===== config.mk =====
export PLATFORM = sky130hd
export DESIGN_NAME = cond_eval_flat
export DESIGN_NICKNAME = d
export VERILOG_FILES = /design/src/rtl/cond_eval_if.sv /design/src/rtl/cond_eval.sv /design/src/flat_wrapper.sv
export SDC_FILE = /design/constraint.sdc
export NUM_CORES = 1
export LEC_CHECK = 0
export ABC_AREA = 1
export CAP_MARGIN = 10
export CELL_PAD_IN_SITES_DETAIL_PLACEMENT = 1
export CELL_PAD_IN_SITES_GLOBAL_PLACEMENT = 2
export CORE_MARGIN = 1.5
export CORE_UTILIZATION = 33
export CTS_CLUSTER_DIAMETER = 80
export CTS_CLUSTER_SIZE = 24
export DETAILED_ROUTE_END_ITERATION = 8
export DONT_BUFFER_PORTS = 1
export GPL_TIMING_DRIVEN = 0
export PLACE_DENSITY_LB_ADDON = 0.1
export RECOVER_POWER = 100
export SLEW_MARGIN = 20
export SYNTH_ARGS = -nofsm -noshare
export SYNTH_HDL_FRONTEND = slang
export SYNTH_SLANG_ARGS = --single-unit

===== constraint.sdc =====
create_clock -name clk -period 2.1 [get_ports clk]
set_clock_uncertainty 0.05 [all_clocks]
set_input_delay 0.315 -clock clk [delete_from_list [all_inputs] [get_ports clk]]
set_output_delay 0.315 -clock clk [all_outputs]
set_load 0.01 [all_outputs]

===== src/rtl/cond_eval_if.sv =====
// ============================================================================
// Module      : cond_eval_if
// Description : Flag-write, save/restore and condition-query bundle between
//               the ALU/control side (master) and cond_eval (slave).
// Revision    : 1.0
// ============================================================================
`default_nettype none

interface cond_eval_if;
    logic       flag_we;
    logic [3:0] flags_in;
    logic       sign_in;
    logic       save;
    logic       restore;
    logic       cond_req;
    logic [3:0] cond;
    logic       cond_ready;
    logic       cond_valid;
    logic       cond_true;
    logic [3:0] flags_out;

    modport master (
        output flag_we, flags_in, sign_in, save, restore, cond_req, cond,
        input  cond_ready, cond_valid, cond_true, flags_out
    );

    modport slave (
        input  flag_we, flags_in, sign_in, save, restore, cond_req, cond,
        output cond_ready, cond_valid, cond_true, flags_out
    );
endinterface

`default_nettype wire


===== src/rtl/cond_eval.sv =====
// ============================================================================
// Module      : cond_eval
// Description : Status-flag register with shadow copy and ARM-style condition
//               evaluator. Define FLAG_FWD_EN to evaluate queries against the
//               forwarded next-status value (no WAIT stall).
// Revision    : 1.0
// ============================================================================
`default_nettype none

module cond_eval (
    input  wire logic   clk,
    input  wire logic   reset,
    cond_eval_if.slave  bus
);

    // Flag word bit positions: bit0=V, bit1=N, bit2=Z, bit3=C
    localparam logic [3:0] C_UNSIGNED_MASK = 4'b1100;

    typedef enum logic [0:0] {
        S_IDLE = 1'b0,
        S_WAIT = 1'b1
    } state_t;

    state_t     r_state;
    state_t     w_state_nxt;
    logic [3:0] r_status;
    logic [3:0] r_shadow;
    logic [3:0] r_cond_lat;
    logic       r_valid;
    logic       r_true;

    logic [3:0] w_flags_masked;
    logic [3:0] w_status_nxt;
    logic       w_status_wr;
    logic       w_valid_nxt;
    logic       w_true_nxt;
    logic       w_lat_we;

    function automatic logic f_eval(input logic [3:0] sel, input logic [3:0] fl);
        logic v;
        logic n;
        logic z;
        logic c;
        v = fl[0];
        n = fl[1];
        z = fl[2];
        c = fl[3];
        f_eval = 1'b0;
        case (sel)
            4'h0: f_eval = z;
            4'h1: f_eval = !z;
            4'h2: f_eval = c;
            4'h3: f_eval = !c;
            4'h4: f_eval = n;
            4'h5: f_eval = !n;
            4'h6: f_eval = v;
            4'h7: f_eval = !v;
            4'h8: f_eval = c & !z;
            4'h9: f_eval = !c | z;
            4'hA: f_eval = (n == v);
            4'hB: f_eval = (n != v);
            4'hC: f_eval = !z & (n == v);
            4'hD: f_eval = z | (n != v);
            4'hE: f_eval = 1'b1;
            default: f_eval = 1'b0;
        endcase
    endfunction

    // Unsigned ops never report overflow or negative
    always_comb begin
        w_flags_masked = bus.sign_in ? bus.flags_in : (bus.flags_in & C_UNSIGNED_MASK);
        w_status_wr    = bus.restore | bus.flag_we;
        if (bus.restore) begin
            w_status_nxt = r_shadow;
        end else if (bus.flag_we) begin
            w_status_nxt = w_flags_masked;
        end else begin
            w_status_nxt = r_status;
        end
    end

    always_comb begin
        w_state_nxt = r_state;
        w_valid_nxt = 1'b0;
        w_true_nxt  = r_true;
        w_lat_we    = 1'b0;
        case (r_state)
            S_IDLE: begin
                if (bus.cond_req) begin
`ifdef FLAG_FWD_EN
                    w_valid_nxt = 1'b1;
                    w_true_nxt  = f_eval(bus.cond, w_status_nxt);
`else
                    // A coincident status write defers evaluation by one cycle
                    if (w_status_wr) begin
                        w_lat_we    = 1'b1;
                        w_state_nxt = S_WAIT;
                    end else begin
                        w_valid_nxt = 1'b1;
                        w_true_nxt  = f_eval(bus.cond, r_status);
                    end
`endif
                end
            end
            S_WAIT: begin
                w_valid_nxt = 1'b1;
                w_true_nxt  = f_eval(r_cond_lat, r_status);
                w_state_nxt = S_IDLE;
            end
            default: w_state_nxt = S_IDLE;
        endcase
    end

    always_ff @(posedge clk) begin
        if (reset) begin
            r_state <= S_IDLE;
        end else begin
            r_state <= w_state_nxt;
        end
    end

    always_ff @(posedge clk) begin
        if (reset) begin
            r_status   <= 4'b0000;
            r_shadow   <= 4'b0000;
            r_cond_lat <= 4'b0000;
            r_valid    <= 1'b0;
            r_true     <= 1'b0;
        end else begin
            r_status <= w_status_nxt;
            // Restore wins over save: shadow keeps its value
            if (bus.save && !bus.restore) begin
                r_shadow <= r_status;
            end
            if (w_lat_we) begin
                r_cond_lat <= bus.cond;
            end
            r_valid <= w_valid_nxt;
            r_true  <= w_true_nxt;
        end
    end

`ifdef FLAG_FWD_EN
    assign bus.cond_ready = 1'b1;
`else
    assign bus.cond_ready = (r_state == S_IDLE);
`endif
    assign bus.cond_valid = r_valid;
    assign bus.cond_true  = r_true;
    assign bus.flags_out  = r_status;

endmodule

`default_nettype wire

===== src/flat_wrapper.sv =====
// flat-port wrapper written by rule: the top's interface ports become plain ports
module cond_eval_flat 
  (clk, reset, bus_flag_we, bus_flags_in, bus_sign_in, bus_save, bus_restore, bus_cond_req, bus_cond, bus_cond_ready, bus_cond_valid, bus_cond_true, bus_flags_out);
  cond_eval_if bus_i ();
  input  wire logic clk;
  input  wire logic reset;
  input wire logic [$bits(bus_i.flag_we)-1:0] bus_flag_we;
  input wire logic [$bits(bus_i.flags_in)-1:0] bus_flags_in;
  input wire logic [$bits(bus_i.sign_in)-1:0] bus_sign_in;
  input wire logic [$bits(bus_i.save)-1:0] bus_save;
  input wire logic [$bits(bus_i.restore)-1:0] bus_restore;
  input wire logic [$bits(bus_i.cond_req)-1:0] bus_cond_req;
  input wire logic [$bits(bus_i.cond)-1:0] bus_cond;
  output wire logic [$bits(bus_i.cond_ready)-1:0] bus_cond_ready;
  output wire logic [$bits(bus_i.cond_valid)-1:0] bus_cond_valid;
  output wire logic [$bits(bus_i.cond_true)-1:0] bus_cond_true;
  output wire logic [$bits(bus_i.flags_out)-1:0] bus_flags_out;
  assign bus_i.flag_we = bus_flag_we;
  assign bus_i.flags_in = bus_flags_in;
  assign bus_i.sign_in = bus_sign_in;
  assign bus_i.save = bus_save;
  assign bus_i.restore = bus_restore;
  assign bus_i.cond_req = bus_cond_req;
  assign bus_i.cond = bus_cond;
  assign bus_cond_ready = bus_i.cond_ready;
  assign bus_cond_valid = bus_i.cond_valid;
  assign bus_cond_true = bus_i.cond_true;
  assign bus_flags_out = bus_i.flags_out;
  cond_eval u_core (.clk(clk), .reset(reset), .bus(bus_i));
endmodule

* Yosys cells after proc, flatten, opt, wreduce, memory -nomap -nowiden
Cells that the tools add are included.
** Operators by class
- Equality and inequality tests :: 32
- Mux-type cells :: 15
- Bitwise logic cells :: 6
- Reductions and logical operators :: 10
** Operators by type and width (count)
- == test 4 bit (second input constant) :: 14
- == test 4 x 3 -> 1 bit (second input constant) :: 8
- one-hot mux 1 bit (15 select lines) :: 2
- == test 4 x 2 -> 1 bit (second input constant) :: 4
- == test 4 x 1 -> 1 bit (second input constant) :: 2
- logical NOT 4 bit :: 2
- 2-to-1 mux 4 bit :: 2
- 2-to-1 mux 1 bit :: 7
- one-hot mux 1 bit (2 select lines) :: 3
- logical NOT 1 bit :: 5
- != test 2 bit (second input constant) :: 2
- bitwise OR 1 bit :: 3
- bitwise AND 1 bit :: 2
- 2-to-1 mux 2 bit :: 1
- AND reduction 2 bit :: 1
- nonzero test 2 bit :: 1
- == test 1 bit :: 1
- logical AND 1 bit :: 1
- != test 1 bit :: 1
- NOT 1 bit :: 1
** Storage, ports and cells
- Flip-flop bits (word level) :: 15
- Input port bits :: 15
- Output and inout port bits :: 7
- Word-level logic and storage cells :: 69

* Longest topological paths before layout
- Depth after elaboration :: 6
- Gate-level depth with buffers :: 13
- Mapped depth without buffers :: 13

* Worst setup path before layout
OpenSTA, ideal clock, no wires.
- Path kind :: reg2reg
- Start point :: register u_core.r_status[0], in the netlist u_core.bus.flags_out[0]
- End point :: register u_core.r_true, in the netlist u_core.bus.cond_true
- Library setup time :: 0.109 ns
- Arrival time :: 1.141 ns
- Required time :: 1.941 ns
- Setup slack :: 0.800 ns
- Stages on the path, launching flop included :: 14
- Buffers on the path :: 0
- Period minus slack after synthesis :: 1.300 ns
- Cell sequence :: dfxtp_1 inv_2 nand2_2 nand2_2 nand2_1 nand3_1 nand2_1 nand2_1 inv_2 nand2_1 nand2_1 nand3_1 nand2_1 inv_1
** Between the ends
- Word-level cells in the longest chain between the ends :: 6
- Elaborated cells on any way between the ends :: 10
- Those cells by class :: eq/ne (2); mux (5); bitwise (2); reduce/logical (1)
** RTL lines
- from (decl) :: line cond_eval.sv:26 : logic [3:0] r_status;
- from (signal assigned) :: line cond_eval.sv:130 : r_status <= w_status_nxt;
- != test 1 bit / == test 1 bit (equally long branches)
- bitwise OR 1 bit / bitwise AND 1 bit (equally long branches) :: line cond_eval.sv:63, cond_eval.sv:62
- one-hot mux 1 bit (15 select lines) :: line cond_eval.sv:49 : case (sel)
- 2-to-1 mux 1 bit :: line cond_eval.sv:95 : if (w_status_wr) begin
- 2-to-1 mux 1 bit :: line cond_eval.sv:89 : if (bus.cond_req) begin
- one-hot mux 1 bit (2 select lines) (*) :: line cond_eval.sv:87 : case (r_state)
- to (signal assigned) :: line cond_eval.sv:139 : r_true <= w_true_nxt;
- to (decl) :: line cond_eval.sv:30 : logic r_true;
Mark *: on every way between the ends. The rest lies on a longest branch, timed or not. The select of a mux whose other input is x is not followed.
A chain may end at the register's enable or synchronous reset.

* Worst setup path after layout
Same ends and word-level chain as after synthesis.

==> metrics.txt <==
GRT Total Usage 0.190; Synth Area in Simple Gates 0.446; clock buffer count from CTS 3; CTS Hold Bufs 0; setup bufs post-CTS 0; Final #Nets about 200; DRT antenna net count 0; DR WL/cell around 14 µm; pwr dens roughly 590 mW/mm²; via/cell ratio about 5.2; met3 routed WL approximately 94 µm; Worst Tran Pin Value approximately 0.7 ns; largest cells by area after synthesis dfxtp_1 (30%), nand2_1 (20%), nand3_1 (10%); Worst Path Max Fanout 7; post-synthesis mux area share 0; Yosys top cell area share 0.300; Crit. End Element flop; drt pass-1 iters 6; Fillers 400; hold slack about 0.028 ns; Synth Area in Compound Gates 0.124; largest area contributor in the netlist dfxtp_1; Setup TNS 0 ns; diode count 0; Routability Congestion slightly above 0.7; Post-Route WL between 2 and 3 mm; First DRT Iteration DRCs 23; Post-Synth Adder-Cell Area 0; most frequent cells in the layout nand2_1 (53), inv_1 (27), nand3_1 (20), nor2_1 (17), dfxtp_1 (15); synthesis-to-finish area growth 6.12%; Post-Syn Instances ~180; Final Setup Violations 0; PortBufs 0; Die W 58.1 µm; post-synthesis sequential area ratio 0.300; Pint roughly 420 µW; outcome finished with violations; Syn Nets between 150 and 200; Synth Area in XOR/XNOR 0; Arr. time, crit path roughly 1.9 ns; RSZ-0062 raised after global routing no; Worst slew margin 0.528; row count 19; syn_area_per_cell 5.73 µm²; Syn Std Cell Area around 0.0010 mm²; largest net degree at the start of global routing 11; max-cap check violation count 0; Synth Register Bits 15; worst min-delay path class input port to flop; design area around 0.0011 mm²; Net Switching ~210 µW; WS Path Type flop to flop; met2 WL roughly 1.4 mm; GRT overflow 0; TritonCTS sink count 15; vias in the first global route between 1,000 and 1,500; VDD IR max roughly 0.37 mV; Die ar. 0.00338 mm²; post-CTS sizing 0; cell leakage power between 0.5 and 0.6 nW; wl on met1 about 1.3 mm; Clk pwr share 0.264; Final Max Slew Viols 0; failing checks DRC; HPWL Detailed 2.41 mm; first-pass GRT wire length around 4.9 mm; Remaining DRCs 2; commonest non-fill, non-tap cell in the layout nand2_1; CTS Root Buffer Type clkbuf_4; CTS max path bufs 2; CTS tree done; Die Ht slightly below 60 µm; fmax 584 MHz; fin crit period 1.71 ns; largest family of logic cells by synthesized area simple AND/OR/NAND/NOR gates; vias 1,091; uppermost layer routed met4; overall power roughly 630 µW; Comb power frac 0.213; Critical Path RT around 2.3 ns; Sequential Power Share 0.523; Reg clk slew, reported paths approximately 0.090 ns; Cell variety after synth 20; # IOs 22; share of layout cells above drive strength 1 0.0950; Sw Ratio 0.332; core area 0.00283 mm²; Starting Density 0.354; Post-DP Area between 0.001 and 0.0015 mm²; CP Launch Type flop; period utilization 0.815; Final Hold Fails 0; Worst-Skew Late Latency just under 0.3 ns; H-Tree Depth 1; initial antenna violation count 0; synth warn 0
-- sequential cells by signal, summed over array words and instances (netlist names) --
signal                 count
u_core.r_shadow            4
u_core.bus.flags_out       4
u_core.r_cond_lat          4
u_core.bus.cond_true       1
u_core.r_state             1
u_core.bus.cond_valid      1
-- final cells by class --
class	instances	area, µm²	area share
buffer	1	3.75	0.00353
clock buffer	3	22.5	0.0212
clock inverter	1	5.00	0.00471
inverter	34	128	0.120
multi-input combinational	125	566	0.532
sequential	15	300	0.282
tap	31	38.8	0.0365
-- synth_stat cells --
library cell,n
dfxtp_1,15
nor4_1,1
nor2_1,17
nand3_1,20
o211ai_1,1
nand4_1,3
nor3_2,1
nor2_2,3
a21oi_1,9
inv_2,10
inv_1,24
nand3b_1,1
nand2_2,2
o21ai_0,9
o22ai_1,1
a22oi_1,1
nand2_1,53
nand3_2,1
a31oi_1,2
clkbuf_1,1
-- cell families (layout without fill, tap and decap cells) --
logic type / count (synthesis) / after routing
compound gates: 23 / 23
buf+inv: 35 / 39
simple gates: 102 / 102
flops: 15 / 15
-- critical path, stage by stage (launching register included) --
cell and delay [ns]:
dfxtp_1 0.54, inv_1 0.22, nand2_2 0.14, nand2_2 0.08, nand2_1 0.07, nand3_1 0.07, nand2_1 0.06, nand2_1 0.06
inv_2 0.04, nand2_1 0.08, nand2_1 0.07, nand3_1 0.06, nand2_1 0.06, inv_1 0.03
-- power by group through the flow --
stage / Sequential, mW / Clock [mW] / Combinational [mW]
CTS: 0.329 / 0.170 / 0.137
detailed placement: 0.335 / 0 / 0.137
floorplan: 0.328 / 0 / 0.105
global placement: 0.335 / 0 / 0.130
finish: 0.328 / 0.166 / 0.134
global route: 0.332 / 0.189 / 0.157
-- stage by stage --
stage | instances | utilization | setup WS, ns
detailed placement | 206 | 0.368 | 0.427
CTS | 210 | 0.378 | 0.408
global placement | 206 | 0.368 | 0.477
global route | 210 | 0.376 | 0.155
finish | 210 | 0.376 | 0.388
floorplan | 175 | - | 0.800
-- per-layer routing --
metal | global-route usage | vias up
met5 | 0 | -
met4 | 0.0797 | 0
met3 | 0.0424 | 7
met2 | 0.336 | 23
met1 | 0.220 | 498
li1 | - | 563
-- path summary, 6_finish.rpt --
kind	cells after the start	startpoint	slack, ns	to
max	13	u_core.bus.flags_out[0]	0.39	u_core.bus.cond_true
min	1	reset	0.03	u_core.bus.flags_out[0]
max reg2reg	13	u_core.bus.flags_out[0]	0.39	u_core.bus.cond_true
min reg2reg	2	u_core.r_shadow[1]	0.42	u_core.r_shadow[1]
(Power assumes the default switching activity.)
